### config.mk
export PLATFORM = sky130hd
export DESIGN_NAME = pc_fetch_ctrl
export DESIGN_NICKNAME = d
export VERILOG_FILES = /design/src/rtl/pc_fetch_ctrl.sv
export SDC_FILE = /design/constraint.sdc
export NUM_CORES = 1
export LEC_CHECK = 0
export CORE_MARGIN = 4
export CORE_UTILIZATION = 47
export DETAILED_ROUTE_END_ITERATION = 12
export PLACE_DENSITY = 0.79
export SYNTH_ARGS = -nofsm -noshare
export SYNTH_HDL_FRONTEND = slang
export SYNTH_SLANG_ARGS = --single-unit
### constraint.sdc
create_clock -name clk -period 2.3 [get_ports clk]
set_input_delay 0.46 -clock clk [delete_from_list [all_inputs] [get_ports clk]]
set_output_delay 0.46 -clock clk [all_outputs]
set_load 0.02 [all_outputs]
### src/rtl/pc_fetch_ctrl.sv
// pc_fetch_ctrl: PC sequencing and single-outstanding instruction fetch.
// Optional fetch timeout enabled by defining PC_FETCH_TIMEOUT_EN.
module pc_fetch_ctrl #(
  parameter int unsigned     WIDTH    = 32,
  parameter logic [WIDTH-1:0] RESET_PC = '0,
  parameter int unsigned     MAX_WAIT = 15
) (
  input  logic             clk,
  input  logic             rst,
  input  logic             redirect_i,
  input  logic [WIDTH-1:0] target_i,
  input  logic             stall_i,
  output logic             imem_req_o,
  output logic [WIDTH-1:0] imem_addr_o,
  input  logic             imem_ack_i,
  input  logic [31:0]      imem_rdata_i,
  output logic             instr_valid_o,
  output logic [31:0]      instr_o,
  output logic [WIDTH-1:0] instr_pc_o,
  output logic [WIDTH-1:0] pc_o,
  output logic             fault_o
);

  typedef enum logic [1:0] {
    IDLE,
    FETCH,
    DELIVER,
    FAULT
  } state_t;

  state_t           state;
  logic             kill;
  logic             misaligned;
  logic             timeout;
  logic             to_fault;
  logic [WIDTH-1:0] pc_inc;

  assign misaligned = |target_i[1:0];
  assign pc_inc     = pc_o + WIDTH'(4);

`ifdef PC_FETCH_TIMEOUT_EN
  localparam int unsigned CW = $clog2(MAX_WAIT + 1);

  logic [CW-1:0] wait_cnt;

  assign timeout = (wait_cnt == CW'(MAX_WAIT - 1));

  // Count unacknowledged FETCH cycles; any other state or an ack restarts it.
  always_ff @(posedge clk or negedge rst) begin
    if (!rst) begin
      wait_cnt <= '0;
    end else if (state != FETCH || imem_ack_i) begin
      wait_cnt <= '0;
    end else if (!timeout) begin
      wait_cnt <= wait_cnt + CW'(1);
    end
  end
`else
  logic unused_max_wait;

  assign timeout         = 1'b0;
  assign unused_max_wait = (MAX_WAIT != 0);
`endif

  assign to_fault =
    ((state == FETCH || state == DELIVER) && redirect_i && misaligned) ||
    (state == FETCH && timeout && !imem_ack_i);

  // Fetch FSM with registered handshake and delivery outputs.
  always_ff @(posedge clk or negedge rst) begin
    if (!rst) begin
      state         <= IDLE;
      pc_o          <= RESET_PC;
      imem_req_o    <= 1'b0;
      imem_addr_o   <= RESET_PC;
      instr_valid_o <= 1'b0;
      instr_o       <= '0;
      instr_pc_o    <= '0;
      fault_o       <= 1'b0;
      kill          <= 1'b0;
    end else if (to_fault) begin
      state         <= FAULT;
      fault_o       <= 1'b1;
      imem_req_o    <= 1'b0;
      instr_valid_o <= 1'b0;
      kill          <= 1'b0;
    end else begin
      unique case (state)
        IDLE: begin
          state       <= FETCH;
          imem_req_o  <= 1'b1;
          imem_addr_o <= pc_o;
        end
        FETCH: begin
          if (redirect_i) begin
            pc_o <= target_i;
            if (imem_ack_i) begin
              kill        <= 1'b0;
              imem_addr_o <= target_i;
            end else begin
              kill <= 1'b1;
            end
          end else if (imem_ack_i) begin
            if (kill) begin
              kill        <= 1'b0;
              imem_addr_o <= pc_o;
            end else begin
              instr_o       <= imem_rdata_i;
              instr_pc_o    <= pc_o;
              pc_o          <= pc_inc;
              instr_valid_o <= 1'b1;
              imem_req_o    <= 1'b0;
              state         <= DELIVER;
            end
          end
        end
        DELIVER: begin
          if (redirect_i) begin
            pc_o          <= target_i;
            instr_valid_o <= 1'b0;
            imem_req_o    <= 1'b1;
            imem_addr_o   <= target_i;
            state         <= FETCH;
          end else if (!stall_i) begin
            instr_valid_o <= 1'b0;
            imem_req_o    <= 1'b1;
            imem_addr_o   <= pc_o;
            state         <= FETCH;
          end
        end
        FAULT: begin
          state <= FAULT;
        end
      endcase
    end
  end

endmodule

# Yosys cells after proc, flatten, opt, wreduce, memory -nomap -nowiden
# Cells that the tools add are included.
# word_totals
ff_bits	134
elab_cells	82
in_bits	69
out_inout_bits	131
# op_classes
n_reduce_logical	18
bitwise_logic	3
n_eq_ne	13
mux	38
n_addsub	1
# ops
op	n
2-to-1 mux 32 bit	10
one-hot mux 32 bit (3 select lines)	1
one-hot mux 32 bit (2 select lines)	1
adder 32 x 3 -> 32 bit, second input constant	1
AND reduction 5 bit	5
!= test 3 bit, second input constant	7
2-to-1 mux 1 bit	17
2-to-1 mux 2 bit	6
nonzero test 3 bit	3
one-hot mux 2 bit (4 select lines)	1
== test 2 bit, second input constant	2
!= test 2 bit, second input constant	2
!= test 4 bit, second input constant	1
AND reduction 4 bit	1
nonzero test 2 bit	2
nonzero test 4 bit	1
inverter 1 bit	3
one-hot mux 1 bit (3 select lines)	1
== test 2 x 1 -> 1 bit, second input constant	1
logical AND 1 bit	2
zero test 2 bit	1
one-hot mux 1 bit (2 select lines)	1
AND reduction 2 bit	1
OR reduction 2 bit	1
logical OR 1 bit	1

# Logic depth before layout (Yosys ltp)
# Gate-level depths: netlist of run 1.
# logic_depth
word_depth	6
ltp_mapped	10
mapped_depth_nobuf	7

# Worst setup path before layout of run 1
# OpenSTA, ideal clock, no wires.
# synth_timing
path_kind	reg-to-reg
startpoint	register state[1]
endpoint	register pc_o[28]
path_buffers	3
setup_time_ns	0.127
t_arrival_ns	1.949
required_time_ns	2.173
path_stages_with_launch	10
period_less_slack_ns	2.076
path_slack_ns	0.224
cell_sequence	dfrtp_1 > inv_1 > ha_1 > buf_2 > nor2b_1 > a2111o_1 > buf_2 > buf_2 > a211oi_1 > a21oi_1
# synth_via
elab_chain_cells	6
elab_cells_between_ends	12
cone_classes	eq/ne: 5; mux: 1; bitwise: 1; reduce/logical: 5
# synth_rtl
element	line	rtl
start: declaration	31	state_t state;
start signal: assignment	72	state <= IDLE;
start signal: assignment	82	state <= FAULT;
start signal: assignment	90	state <= FETCH;
== test 2 x 1 -> 1 bit / == test 2 bit (equally long branches)	66, 88	
logical OR 1 bit	66	((state == FETCH || state == DELIVER) && redirect_i && misaligned) ||
logical AND 1 bit (2 in a row)	66	
inverter 1 bit (no source line)	n/a	
AND reduction 5 bit (no source line)	n/a	
end signal: assignment	96	pc_o <= target_i;
end signal: assignment	110	pc_o <= pc_inc;
end signal: assignment	119	pc_o <= target_i;
end: declaration	20	output logic [WIDTH-1:0] pc_o,
# Several ways; a longest one is shown, not always the timed one.
# A chain may end at the register's enable or synchronous reset.

# Worst setup path in the final report of run 1
# layout_timing
startpoint	register state[1]
endpoint	register pc_o[31]
# The elaborated chain is that of the path after synthesis.

==> results of run 1 <==
## state kept, by name, summed over array words and instances, names as in the netlist
signal         flops
pc_o              32
instr_valid_o      1
kill               1
imem_addr_o       32
fault_o            1
imem_req_o         1
state              2
instr_pc_o        32
instr_o           32
## per-layer routing
| metal | track usage, % | part of all wire, % |
|---|---|---|
| met5 | 0 | 0 |
| met1 | 31.0 | 41 |
| met3 | 6.04 | 6.4 |
| met2 | 39.5 | 51 |
| met4 | 9.00 | 2.1 |
## what timing repair did
action	in CTS	in global routing
hold buffers	0	0
gates resized for setup	0	1
setup buffers	0	0
endpoints found under the setup margin	0	1
## metrics by stage
| step | setup slack, ns | setup TNS, ns | cells | utilization (%) | power, uW |
|---|---|---|---|---|---|
| after floorplan | 0.224 | 0 | 577 | - | 8260 |
| after global placement | -0.152 | -0.636 | 959 | 66.9 | 11700 |
| after detailed placement | -0.202 | -6.98 | 959 | 66.9 | 12000 |
| after CTS | 0.112 | 0 | 991 | 71.7 | 14900 |
| after global routing | 0.00499 | 0 | 991 | 71.7 | 15700 |
| final | 0.126 | 0 | 991 | 71.7 | 14800 |
## cells in the final DEF, fill, tap and decap left out, types with 22 or more instances in the layout
master	instances
clkdlybuf4s50_1	198
nor2_1	28
mux2_2	64
o21ai_0	22
a21oi_1	34
buf_4	35
mux2i_1	32
o21ai_1	24
nand2_1	65
dfrtp_1	133
## synthesized netlist by cell type, types with 5 or more instances
library cell	n
ha_1	6
o21ai_0	22
a2bb2oi_1	7
a21oi_1	34
nor3_1	11
mux2_2	64
nand4_1	10
a31oi_1	6
nor2b_1	6
o21ai_1	24
inv_1	5
nand3_1	11
o22ai_1	13
clkbuf_1	15
dfrtp_1	134
and3_1	6
buf_2	19
nor2_1	29
nand2_1	66
mux2i_1	32
## worst paths after layout
path | startpoint | to | slack, ns | cells past startpoint
setup reg to reg | state[1] | pc_o[31] | 0.13 | 7
hold / removal | rst | imem_addr_o[13] | -0.007 | 1
setup / recovery | state[1] | pc_o[31] | 0.13 | 7
max in group asynchronous | rst | imem_addr_o[2] | 1.63 | 2
hold reg to reg | fault_o | fault_o | 0.48 | 1
min in group clk | fault_o | fault_o | 0.48 | 1
## critical path: stages, from the launching register on
cell      delay (ns)
dfrtp_1         0.41
inv_1           0.09
ha_1            0.21
nor2b_1         0.16
a2111o_1        0.56
buf_4           0.24
nor4b_1         0.27
a211o_1         0.17
## cell families after synthesis
family,count (synthesis),share of synthesized area [%]
flops,134,53.3
mux,96,16.5
fa+ha+maj,6,1.19
compound gates,135,13.2
buf+inv,43,2.94
simple gates,163,12.8
## area by class of cell
class	count	area, sq um
fill	946	3740
inverter	5	18.8
tap	176	220
clock buffer	19	443
timing repair buffer	244	2460
clock inverter	13	180
sequential	134	3350
multi-input combinational	400	2780
## power by group through the flow
stage	combinational, uW	clock, uW	sequential (uW)
6_report	7620	2860	4340
5_1_grt	8190	3020	4490
4_1_cts	7670	2900	4330
3_5_place_dp	7630	0	4350
3_3_place_gp	7450	0	4270
2_1_floorplan	2690	0	5560
==> metrics.cfg, run 1 <==
[global_route]
grt_max_degree=55
antenna_found_initial=0
grt_pass1_vias=5667
overflow=0
grt_pass1_wl_um=28600
grtUsageTotal_pct=24.1

[finish]
syn2layout_area_growth_pct=50.3
drive_above_1_share_pct=18.8
fin_nets=877
final_area_sq_um=9450
diodes=0

[logic_synthesis]
synth_area_sq_um=6290
synth_ff_type=dfrtp_1
synthDistinctLibCells=54
ys_seq_area_share_pct=53.3
postSynthNetCount=652
ys_ff_latch=134
synthCells=577
netlist.area_leader.share_pct=53.3
ys_warn_count=0
synth_area_leaders=dfrtp_1 53%, mux2_2 11%, mux2i_1 5.1%, nand2_1 3.9%, a21oi_1 2.7%
synth_area_per_cell_sq_um=10.9
synth_edf_count=0
yosysTopAreaCell=dfrtp_1
async_flop_share_pct=100

[clocking]
clk_latency_ns=0.42
cts_sinks=134
cts-buffers-inserted=17
h-tree-depth=4
cts_tree=done
root_buffer=clkbuf_16
clk_pin_slew_ns=0.06
cts_buffer_depth=2

[run_status]
failed_checks=negative hold slack
status=finished, violations left

[routing]
routed_wl_um=18200
remaining_drc_errors=0
vias_per_cell=5.61
vias=5564
final_antenna_net_count=0
wl_per_cell_um=18.3
drtIter0Drc=352
firstDrtPassIters=7

[power_and_ir_drop]
combPwrFrac_pct=51.4
peakVddDrop_v=0.000713
power.density_nw_per_um2=1570
p_switching_uw=5770
p_clk_share_pct=19.3
internal-power_uw=9050
power_leakage_uw=0.00389
p_seq_share_pct=29.3
switching_share_pct=39.0

[sta]
finClkSkew_ns=0.00950
fin_crit_sh_pct=94.5
rsz0062_at_grt=false
slew_headroom_pct=64.6
finalHoldViolations=4
fmax_mhz=460
max_slew.worst_pin.slew_ns=0.532
setup_viol=0
min_period_ns=2.17
fin_hold_ws_ns=-0.00743
slew_violations=0

[setup_path]
cp-start-kind=flip-flop
critPathRequiredTime_ns=2.66
crit_path_end_kind=flip-flop
crit_fanout=14
path_class=flip-flop to flip-flop
crit_arrival_ns=2.53

[die]
coreArea_sq_um=13200
rows=42
die_h_um=124
die_x_um=124
die-area_sq_um=15300
io_pins=200
initial_core_util_pct=47.7

[placed_design]
place.gp.congestion=0.853
port_buffers=199
dp_hpwl_um=13300
place_area_sq_um=8830

[job]
cap_violations=0

[hold_path]
min-delay-path-class=input port to asynchronous set/reset pin

Power figures use the tool's default switching activity.
==> run 2: changes to the inputs <==
--- a/config.mk
+++ b/config.mk
@@ -8,7 +8,9 @@
 export CORE_MARGIN = 4
 export CORE_UTILIZATION = 47
 export DETAILED_ROUTE_END_ITERATION = 12
+export MAX_ROUTING_LAYER = met4
 export PLACE_DENSITY = 0.79
+export SLEW_MARGIN = 20
 export SYNTH_ARGS = -nofsm -noshare
 export SYNTH_HDL_FRONTEND = slang
 export SYNTH_SLANG_ARGS = --single-unit
==> run 2 against run 1 <==
Net effect:
- the run now ends clean
- first-iteration DRC count is 34% higher
- power is 1.1% lower
- highest routed layer unchanged
- largest cell class unchanged
- die area stayed put
- critical path depth is 1 lower
- cell area stayed put
- non-clock buffer count is 3 higher
- critical endpoint is now pc_o[25]
==> metrics.cfg, run 2 (synthesis gave the netlist of run 1 again) <==
[power_and_ir_drop]
power.density_nw_per_um2=1550
peakVddDrop_v=0.000710
power_leakage_uw=0.00391

[routing]
wl_met2_um=9210
firstDrtPassIters=5
met3_length_um=1050
wl_per_cell_um=18.4
drtIter0Drc=472
remaining_drc_errors=0
routed_wl_um=18300
vias_per_cell=5.53
top_layer_used=met4
final_antenna_net_count=0
drt-met1-wl_um=7610
vias=5495

[setup_path]
crit_fanout=9
crit_path_end_kind=flip-flop
worst_path_largest_cell_delay_ns=0.56
path_class=flip-flop to flip-flop
timing.critical_path.max_delay_family=compound AO/OA/AOI/OAI gates
critPathRequiredTime_ns=2.63
cp-start-kind=flip-flop
cp_cell_sequence=inv_1 -> ha_1 -> nor2b_1 -> a2111o_1 -> or4_1 -> o211ai_1
cp_slowest_cell=a2111o_1
cp_num_buf_inv=1
crit_arrival_ns=2.49

[hold_path]
min-delay-path-class=flip-flop to flip-flop

[die]
io_pins=200
coreArea_sq_um=13200
rows=42
die_x_um=124
die_h_um=124
initial_core_util_pct=47.7
die-area_sq_um=15300

[sta]
finClkSkew_ns=0.00385
max_slew.worst_pin.slew_ns=0.470
min_period_ns=2.17
fmax_mhz=462
fin_hold_ws_ns=0.483
rsz0062_at_grt=false
fin_crit_sh_pct=94.2
slew_headroom_pct=68.4
finalHoldViolations=0
setup_viol=0
slew_violations=0
setup_tns_ns=0

[global_route]
grt_pass1_wl_um=28700
overflow=0
grt_pass1_vias=5568
grt_max_degree=47
antenna_found_initial=0
grtUsageTotal_pct=24.8

[clocking]
cts_sinks=134
cts_buffer_depth=2
cts_tree=done
clk_pin_slew_ns=0.06
root_buffer=clkbuf_16
h-tree-depth=4
clk_latency_ns=0.42
cts-buffers-inserted=17

[finish]
final_cell_mix=198 x clkdlybuf4s50_1, 133 x dfrtp_1, 65 x nand2_1
syn2layout_area_growth_pct=50.3
drive_above_1_share_pct=18.8
seqCellArea_sq_um=3350
diodes=0
fin_nets=880
multiInputGateArea_sq_um=2780
mostFrequentLayoutCell=clkdlybuf4s50_1
final_area_sq_um=9450
fillers=937
fin_util_pct=71.7

[placed_design]
dp_hpwl_um=13400
port_buffers=199
place.gp.congestion=0.880
place_area_sq_um=8850

[run_status]
status=complete, no violations

[job]
cap_violations=0

==> run 2: changes by cell type in the layout (fill, tap and decap cells not counted) <==
| cell | delta |
|---|---|
| clkinvlp_4 | -4 |
| clkinv_4 | +3 |
| bufinv_16 | -2 |
| buf_12 | +1 |
| buf_4 | +1 |
| clkbuf_1 | +1 |
| clkbuf_8 | +1 |
| dlygate4sd3_1 | +1 |
| inv_6 | +1 |
==> run 2: area by class of cell <==
cell class                 instances  share of cell area, %
tap                              176                   2.33
clock buffer                      21                   4.87
multi-input combinational        400                   29.4
sequential                       134                   35.5
inverter                           5                  0.199
timing repair buffer             247                   26.4
clock inverter                    11                   1.32
==> run 2: through the flow <==
step	cells	total power (uW)	worst slack, ns
4_1_cts	993	14800	0.0993
3_5_place_dp	960	12000	-0.268
6_report	994	14700	0.134
5_1_grt	994	15500	0.0150
2_1_floorplan	577	8260	0.224
3_3_place_gp	960	11700	-0.182
==> run 2: per-layer routing <==
layer	up-vias	track usage [%]
li1	2560	-
met1	2715	30.6
met2	186	40.7
met3	34	5.13
met4	0	8.86
met5	-	-
==> run 2: tightest hold or removal path, cell delays in order (launching register included) <==
cell	delay, ns
dfrtp_1	0.34
nand2_1	0.04
o21ai_0	0.06
==> run 2: final timing paths <==
| path | cells past startpoint | from | slack (ns) | to |
|---|---|---|---|---|
| worst max-delay path | 6 | state[1] | 0.13 | pc_o[25] |
| worst min-delay path | 2 | imem_addr_o[31] | 0.48 | imem_addr_o[31] |
| worst max register to register | 6 | state[1] | 0.13 | pc_o[25] |
| worst min register to register | 2 | imem_addr_o[31] | 0.48 | imem_addr_o[31] |
| max in group asynchronous | 3 | rst | 1.06 | state[0] |
| min in group asynchronous | 2 | rst | 0.57 | imem_addr_o[18] |
==> run 2: power breakdown <==
group,switching (uW),internal (uW)
Combinational,3930,3740
Clock,1020,1650
Sequential,829,3490
Total,5780,8880
==> run 2: what timing repair did <==
action | CTS | global route
buffers inserted | 0 | 1
endpoints found under the setup margin | 0 | 1
hold endpoints to repair | 43 | 0
hold buffers | 1 | 0
gates resized for setup | 0 | 1
